===== src/rtl/axi_slv_wr_responder.sv =====
// AXI3 write-path slave responder: queues AW requests, retires W beats against
// the head request into a memory port, and returns one B response per burst.
module axi_slv_wr_responder #(
  parameter int AXI_ADDR_W      = 32,
  parameter int AXI_ID_W        = 4,
  parameter int AXI_DATA_W      = 32,
  parameter int SLV_OSTDREQ_NUM = 4,
  parameter int SLV_BQ_NUM      = 4
) (
  input  logic                  aclk,
  input  logic                  aresetn,
  // AW channel
  input  logic                  in_awvalid,
  output logic                  out_awready,
  input  logic [AXI_ADDR_W-1:0] in_awaddr,
  input  logic [3:0]            in_awlen,
  input  logic [AXI_ID_W-1:0]   in_awid,
  // W channel
  input  logic                  in_wvalid,
  output logic                  out_wready,
  input  logic                  in_wlast,
  input  logic [AXI_ID_W-1:0]   in_wid,
  input  logic [AXI_DATA_W-1:0] in_wdata,
  input  logic [3:0]            in_wstrb,
  // B channel
  output logic                  out_bvalid,
  input  logic                  in_bready,
  output logic [AXI_ID_W-1:0]   out_bid,
  output logic [1:0]            out_bresp,
  // memory model port
  output logic                  mem_we,
  output logic [AXI_ADDR_W-1:0] mem_addr,
  output logic [AXI_DATA_W-1:0] mem_wdata,
  output logic [3:0]            mem_wstrb,
  output logic [7:0]            err_cnt
);

  // Every channel follows strict valid/ready: a transfer happens on the rising
  // edge where valid && ready; valid never depends on ready, and the B payload
  // is held stable while out_bvalid is high and in_bready is low.

  localparam int AQ_PW = $clog2(SLV_OSTDREQ_NUM);
  localparam int AQ_CW = AQ_PW + 1;
  localparam int BQ_PW = $clog2(SLV_BQ_NUM);
  localparam int BQ_CW = BQ_PW + 1;

  localparam logic [AQ_CW-1:0] AQ_FULL = AQ_CW'(SLV_OSTDREQ_NUM);
  localparam logic [BQ_CW-1:0] BQ_FULL = BQ_CW'(SLV_BQ_NUM);

  localparam logic [1:0] RESP_OKAY   = 2'b00;
  localparam logic [1:0] RESP_SLVERR = 2'b10;

  // AW queue state
  logic [AXI_ADDR_W-1:0] aq_addr_q [SLV_OSTDREQ_NUM];
  logic [3:0]            aq_len_q  [SLV_OSTDREQ_NUM];
  logic [AXI_ID_W-1:0]   aq_id_q   [SLV_OSTDREQ_NUM];
  logic [AQ_PW-1:0]      aq_wr_ptr_q, aq_wr_ptr_d;
  logic [AQ_PW-1:0]      aq_rd_ptr_q, aq_rd_ptr_d;
  logic [AQ_CW-1:0]      aq_count_q,  aq_count_d;

  // B queue state
  logic [AXI_ID_W-1:0]   bq_id_q   [SLV_BQ_NUM];
  logic [1:0]            bq_resp_q [SLV_BQ_NUM];
  logic [BQ_PW-1:0]      bq_wr_ptr_q, bq_wr_ptr_d;
  logic [BQ_PW-1:0]      bq_rd_ptr_q, bq_rd_ptr_d;
  logic [BQ_CW-1:0]      bq_count_q,  bq_count_d;

  // burst tracking
  logic [3:0]            beat_cnt_q, beat_cnt_d;
  logic                  err_q, err_d;
  logic [7:0]            err_cnt_q, err_cnt_d;

  logic [AXI_ADDR_W-1:0] head_addr;
  logic [3:0]            head_len;
  logic [AXI_ID_W-1:0]   head_id;
  logic                  aw_fire;
  logic                  w_fire;
  logic                  b_fire;
  logic                  terminal;
  logic                  beat_err;
  logic                  burst_err;
  logic                  aq_pop;
  logic                  bq_push;
  logic [1:0]            push_resp;

  assign head_addr = aq_addr_q[aq_rd_ptr_q];
  assign head_len  = aq_len_q[aq_rd_ptr_q];
  assign head_id   = aq_id_q[aq_rd_ptr_q];

  // Readies come straight from registered counts, so an AW is never visible to
  // the W side before the cycle after its handshake and a full queue does not
  // reopen on a same-cycle pop.
  assign out_awready = (aq_count_q != AQ_FULL);
  assign out_wready  = (aq_count_q != '0) && (bq_count_q != BQ_FULL);
  assign out_bvalid  = (bq_count_q != '0);

  assign aw_fire = in_awvalid && out_awready;
  assign w_fire  = in_wvalid && out_wready;
  assign b_fire  = out_bvalid && in_bready;

  // The burst length comes from AWLEN alone; WLAST only feeds the error check.
  assign terminal  = (beat_cnt_q == head_len);
  assign beat_err  = (in_wid != head_id) || (in_wlast != terminal);
  assign burst_err = err_q || beat_err;
  assign aq_pop    = w_fire && terminal;
  assign bq_push   = aq_pop;
  assign push_resp = burst_err ? RESP_SLVERR : RESP_OKAY;

  assign mem_we    = w_fire;
  assign mem_addr  = w_fire ? (head_addr + (AXI_ADDR_W'(beat_cnt_q) << 2)) : '0;
  assign mem_wdata = w_fire ? in_wdata : '0;
  assign mem_wstrb = w_fire ? in_wstrb : 4'h0;

  assign out_bid   = out_bvalid ? bq_id_q[bq_rd_ptr_q]   : '0;
  assign out_bresp = out_bvalid ? bq_resp_q[bq_rd_ptr_q] : RESP_OKAY;
  assign err_cnt   = err_cnt_q;

  always_comb begin
    aq_wr_ptr_d = aq_wr_ptr_q;
    aq_rd_ptr_d = aq_rd_ptr_q;
    aq_count_d  = aq_count_q;
    if (aw_fire) begin
      aq_wr_ptr_d = aq_wr_ptr_q + AQ_PW'(1);
    end
    if (aq_pop) begin
      aq_rd_ptr_d = aq_rd_ptr_q + AQ_PW'(1);
    end
    case ({aw_fire, aq_pop})
      2'b10:   aq_count_d = aq_count_q + AQ_CW'(1);
      2'b01:   aq_count_d = aq_count_q - AQ_CW'(1);
      default: aq_count_d = aq_count_q;
    endcase
  end

  always_comb begin
    bq_wr_ptr_d = bq_wr_ptr_q;
    bq_rd_ptr_d = bq_rd_ptr_q;
    bq_count_d  = bq_count_q;
    if (bq_push) begin
      bq_wr_ptr_d = bq_wr_ptr_q + BQ_PW'(1);
    end
    if (b_fire) begin
      bq_rd_ptr_d = bq_rd_ptr_q + BQ_PW'(1);
    end
    case ({bq_push, b_fire})
      2'b10:   bq_count_d = bq_count_q + BQ_CW'(1);
      2'b01:   bq_count_d = bq_count_q - BQ_CW'(1);
      default: bq_count_d = bq_count_q;
    endcase
  end

  always_comb begin
    beat_cnt_d = beat_cnt_q;
    err_d      = err_q;
    err_cnt_d  = err_cnt_q;
    if (w_fire) begin
      if (terminal) begin
        beat_cnt_d = 4'd0;
        err_d      = 1'b0;
        if (burst_err && (err_cnt_q != 8'hFF)) begin
          err_cnt_d = err_cnt_q + 8'd1;
        end
      end else begin
        beat_cnt_d = beat_cnt_q + 4'd1;
        err_d      = burst_err;
      end
    end
  end

  always_ff @(posedge aclk or negedge aresetn) begin
    if (!aresetn) begin
      aq_wr_ptr_q <= '0;
      aq_rd_ptr_q <= '0;
      aq_count_q  <= '0;
      bq_wr_ptr_q <= '0;
      bq_rd_ptr_q <= '0;
      bq_count_q  <= '0;
      beat_cnt_q  <= 4'd0;
      err_q       <= 1'b0;
      err_cnt_q   <= 8'd0;
    end else begin
      aq_wr_ptr_q <= aq_wr_ptr_d;
      aq_rd_ptr_q <= aq_rd_ptr_d;
      aq_count_q  <= aq_count_d;
      bq_wr_ptr_q <= bq_wr_ptr_d;
      bq_rd_ptr_q <= bq_rd_ptr_d;
      bq_count_q  <= bq_count_d;
      beat_cnt_q  <= beat_cnt_d;
      err_q       <= err_d;
      err_cnt_q   <= err_cnt_d;
    end
  end

  // Queue payload storage needs no reset: entries are only read while counted.
  always_ff @(posedge aclk) begin
    if (aw_fire) begin
      aq_addr_q[aq_wr_ptr_q] <= in_awaddr;
      aq_len_q[aq_wr_ptr_q]  <= in_awlen;
      aq_id_q[aq_wr_ptr_q]   <= in_awid;
    end
    if (bq_push) begin
      bq_id_q[bq_wr_ptr_q]   <= head_id;
      bq_resp_q[bq_wr_ptr_q] <= push_resp;
    end
  end

endmodule


===== config.mk =====
export PLATFORM = sky130hd
export DESIGN_NAME = axi_slv_wr_responder
export DESIGN_NICKNAME = d
export VERILOG_FILES = /design/src/rtl/axi_slv_wr_responder.sv
export SDC_FILE = /design/constraint.sdc
export NUM_CORES = 1
export LEC_CHECK = 0
export CORE_MARGIN = 2
export CORE_UTILIZATION = 50
export CTS_CLUSTER_SIZE = 25
export DETAILED_ROUTE_END_ITERATION = 12
export GPL_ROUTABILITY_DRIVEN = 0
export HOLD_SLACK_MARGIN = 0.08
export PLACE_DENSITY = 0.77
export SYNTH_ARGS = -nofsm -noshare
export SYNTH_HDL_FRONTEND = slang
export SYNTH_SLANG_ARGS = --single-unit

===== constraint.sdc =====
create_clock -name aclk -period 7.6 [get_ports aclk]
set_input_delay 1.52 -clock aclk [delete_from_list [all_inputs] [get_ports aclk]]
set_output_delay 1.52 -clock aclk [all_outputs]
set_load 0.01 [all_outputs]

==> results.md <==
- Worst path top cell family by delay: compound AO/OA/AOI/OAI gates
- # setup viols final: 0
- CTS resizes: 0
- Initial antenna violation count: 0
- Iteration-0 DRC Markers: 388
- Max frequency: 0.158 GHz
- Syn avg cell area: approximately 16 um^2
- Routed vias/inst: 5.63
- Max_slew headroom: between 20% and 30%
- Crit end category: output port
- Clock Path Buffers: 3
- Combinational cell fraction of total power: slightly below 40%
- Area of the die: approximately 0.019 mm^2
- Fin util: around two thirds
- Register area share after synthesis: 66.2%
- Max IR drop VDD: 0.235 mV
- Reg clk slew, reported paths: approximately 0.060 ns
- Final Power: 4410 uW
- Clk pwr share: a little under a quarter
- Total Wirelength: 19900 um
- Row Count: between 40 and 50
- H-tree lvl count: 1
- Critical path, cell by cell: mux4_2 -> ha_1 -> nor2b_1 -> o21ai_0 -> a2111oi_2 -> nand3_1 -> xor2_1 -> nor2_1 -> clkdlybuf4s50_1
- DRT Pass-1 Iters: 5
- Post-Route Skew: 0.0189 ns
- Switching Fraction: 32.9%
- Most frequent cells in the layout: 180 x edfxtp_1, 170 x clkdlybuf4s50_1, 42 x and3_1
- Post-Syn Instances: 562
- Switching power: 1450 uW
- Post-placement cell count: 938
- Clk root buf: clkbuf_16
- Post-CTS Hold Buffers: 0
- Status: finished clean
- PD cells: roughly 370 mW/mm^2
- Post-CTS setup buffer count: 0
- Synth unique cells: 47
- Die H: ~140 um
- Worst-Skew Late Latency: approximately 0.50 ns
- Clock sink total: 207
- Slowest cell on crit path: a2111oi_2
- DIE WIDTH: 140 um
- First-pass GRT wire length: approximately 31000 um
- Hold Crit Class: reg -> reg
- Final Non-Filler Cells: a little under 1000
- Area Growth Syn to Fin: 28.1%
- Crit path buf inv count: 1
- Worst hold margin: 0.507 ns
- Final Max Tran Viols: 0
- CTS tree: yes
- HPWL Detailed: 13100 um
- Post-synthesis async set-or-reset flop share: 13.0%
- GR Overflow Total: 0
- Final worst path period share: 83.0%
- Yosys reg bits: 207
- Vias: 5496
- Largest net degree at the start of global routing: 42
- Fin Setup TNS: 0 ns
- Crit path arrival time: about 4.8 ns
- Max FO, Critical Path: 25
- Core ar.: 0.0180 mm^2
- Crit start category: flop
- Initial core utilization: about half
- Nets: 837
- Cts bufs inserted: 21
- Worst-margin pin slew: 1.14 ns
- DRC: 0
- Ratio of cells with drive above 1 in the final layout: 12.3%
- Syn nets: 667
- Min Tclk post-route: roughly 6.3 ns
- Critical path required time: just over 6 ns
- Crit path largest cell delay: 0.98 ns
- Main synth FF type: edfxtp_1
- Sequential power share: a little under two fifths
- All-layer global routing usage: 20.3%
- WL per Instance: 20.4 um
- Fin. Hold Viols: 0
- Setup Crit Path Kind: reg -> out
- Number of global-route vias before repair: 5710
- Antenna viol nets, final: 0
- Pint: about 3000 uW
- Max_cap viols: 0
- LEAKAGE: ~0.0042 uW
- Number of diodes: 0
- Most common cell after layout, fill and taps aside: edfxtp_1
- Port Buffers: between 150 and 200
- Post-synth EDFFs: 180
- RSZ-0062 raised after global routing: false
- Ys Warns: 0
- IO Pins: 172
- Synth Cell Area: 0.00919 mm^2
-- metal layers --
| layer | vias to the layer above | routed length (um) | GRT usage (%) |
|---|---|---|---|
| met5 | - | 0 | 0 |
| li1 | 2483 | - | - |
| met1 | 2756 | 7750 | 26.2 |
| met4 | 0 | 332 | 4.42 |
| met3 | 32 | 1550 | 4.16 |
| met2 | 225 | 10200 | 35.9 |
-- through the flow --
stage          setup WS [ns]  cell area (um^2)
2_1_floorplan           2.63              9190
3_5_place_dp            1.85             11100
5_1_grt                 1.05             11800
4_1_cts                 1.25             11800
6_report                1.29             11800
3_3_place_gp            1.96             11100
-- synth_stat cells, types with 5 or more instances --
library cell | number | area (um^2)
o21ai_0 | 5 | 25.0
clkbuf_1 | 16 | 60.1
and3_1 | 46 | 288
mux4_2 | 34 | 766
xnor2_1 | 15 | 131
xor2_1 | 39 | 342
nand4_1 | 7 | 43.8
ha_1 | 16 | 200
nor3_1 | 8 | 40.0
nand2_1 | 21 | 78.8
nand3_1 | 13 | 65.1
nor2_1 | 35 | 131
mux4_1 | 10 | 263
edfxtp_1 | 180 | 5410
and2_1 | 12 | 75.1
dfrtp_1 | 27 | 676
inv_1 | 18 | 67.6
-- power by group through the flow --
stage	logic, uW	registers (uW)	clock network (uW)
finish	1710	1670	1030
detailed placement	1700	1690	0
global placement	1660	1680	0
CTS	1720	1670	1050
global route	1850	1700	1090
floorplan	1140	1590	0
-- cells by family after synthesis --
group | after synthesis | share of synthesized area, %
xor gates and xnor gates | 54 | 5.15
other | 1 | 0.0408
AOI/OAI and AO/OA | 16 | 1.16
adders and majority gates | 19 | 2.83
DFF | 207 | 66.2
buffers and inverters | 46 | 2.42
and+or+nand+nor | 168 | 10.2
muxes | 51 | 12.0
-- state kept, by name, indices dropped and copies added (netlist names) --
signal       count
aq_addr_q      128
aq_id_q         16
aq_len_q        16
bq_id_q         16
err_cnt          8
beat_cnt_q       4
bq_resp_q        4
aq_count_q       3
bq_count_q       3
aq_rd_ptr_q      2
aq_wr_ptr_q      2
bq_rd_ptr_q      2
bq_wr_ptr_q      2
err_q            1
-- layout make-up --
cell class / instances / area [um^2]
fillers: 1235 / 6250
clock buffers: 29 / 596
repair buffers: 174 / 1730
clock inverters: 9 / 97.6
well taps: 229 / 287
flip-flops and latches: 207 / 6080
multi-input cells: 309 / 2910
inverters: 19 / 71.3
-- final timing paths --
path                       slack, ns            from  cells past startpoint             end
max                             1.29  aq_rd_ptr_q[0]                      9    mem_addr[28]
min                             0.51   bq_count_q[0]                      1   bq_count_q[0]
max reg2reg                     3.24  aq_rd_ptr_q[0]                     12   aq_count_q[2]
min reg2reg                     0.51   bq_count_q[0]                      1   bq_count_q[0]
max in group asynchronous       5.88         aresetn                      2  aq_rd_ptr_q[1]
min in group asynchronous       1.41         aresetn                      2  bq_rd_ptr_q[1]
No activity file was read; power rests on OpenSTA's default activity.
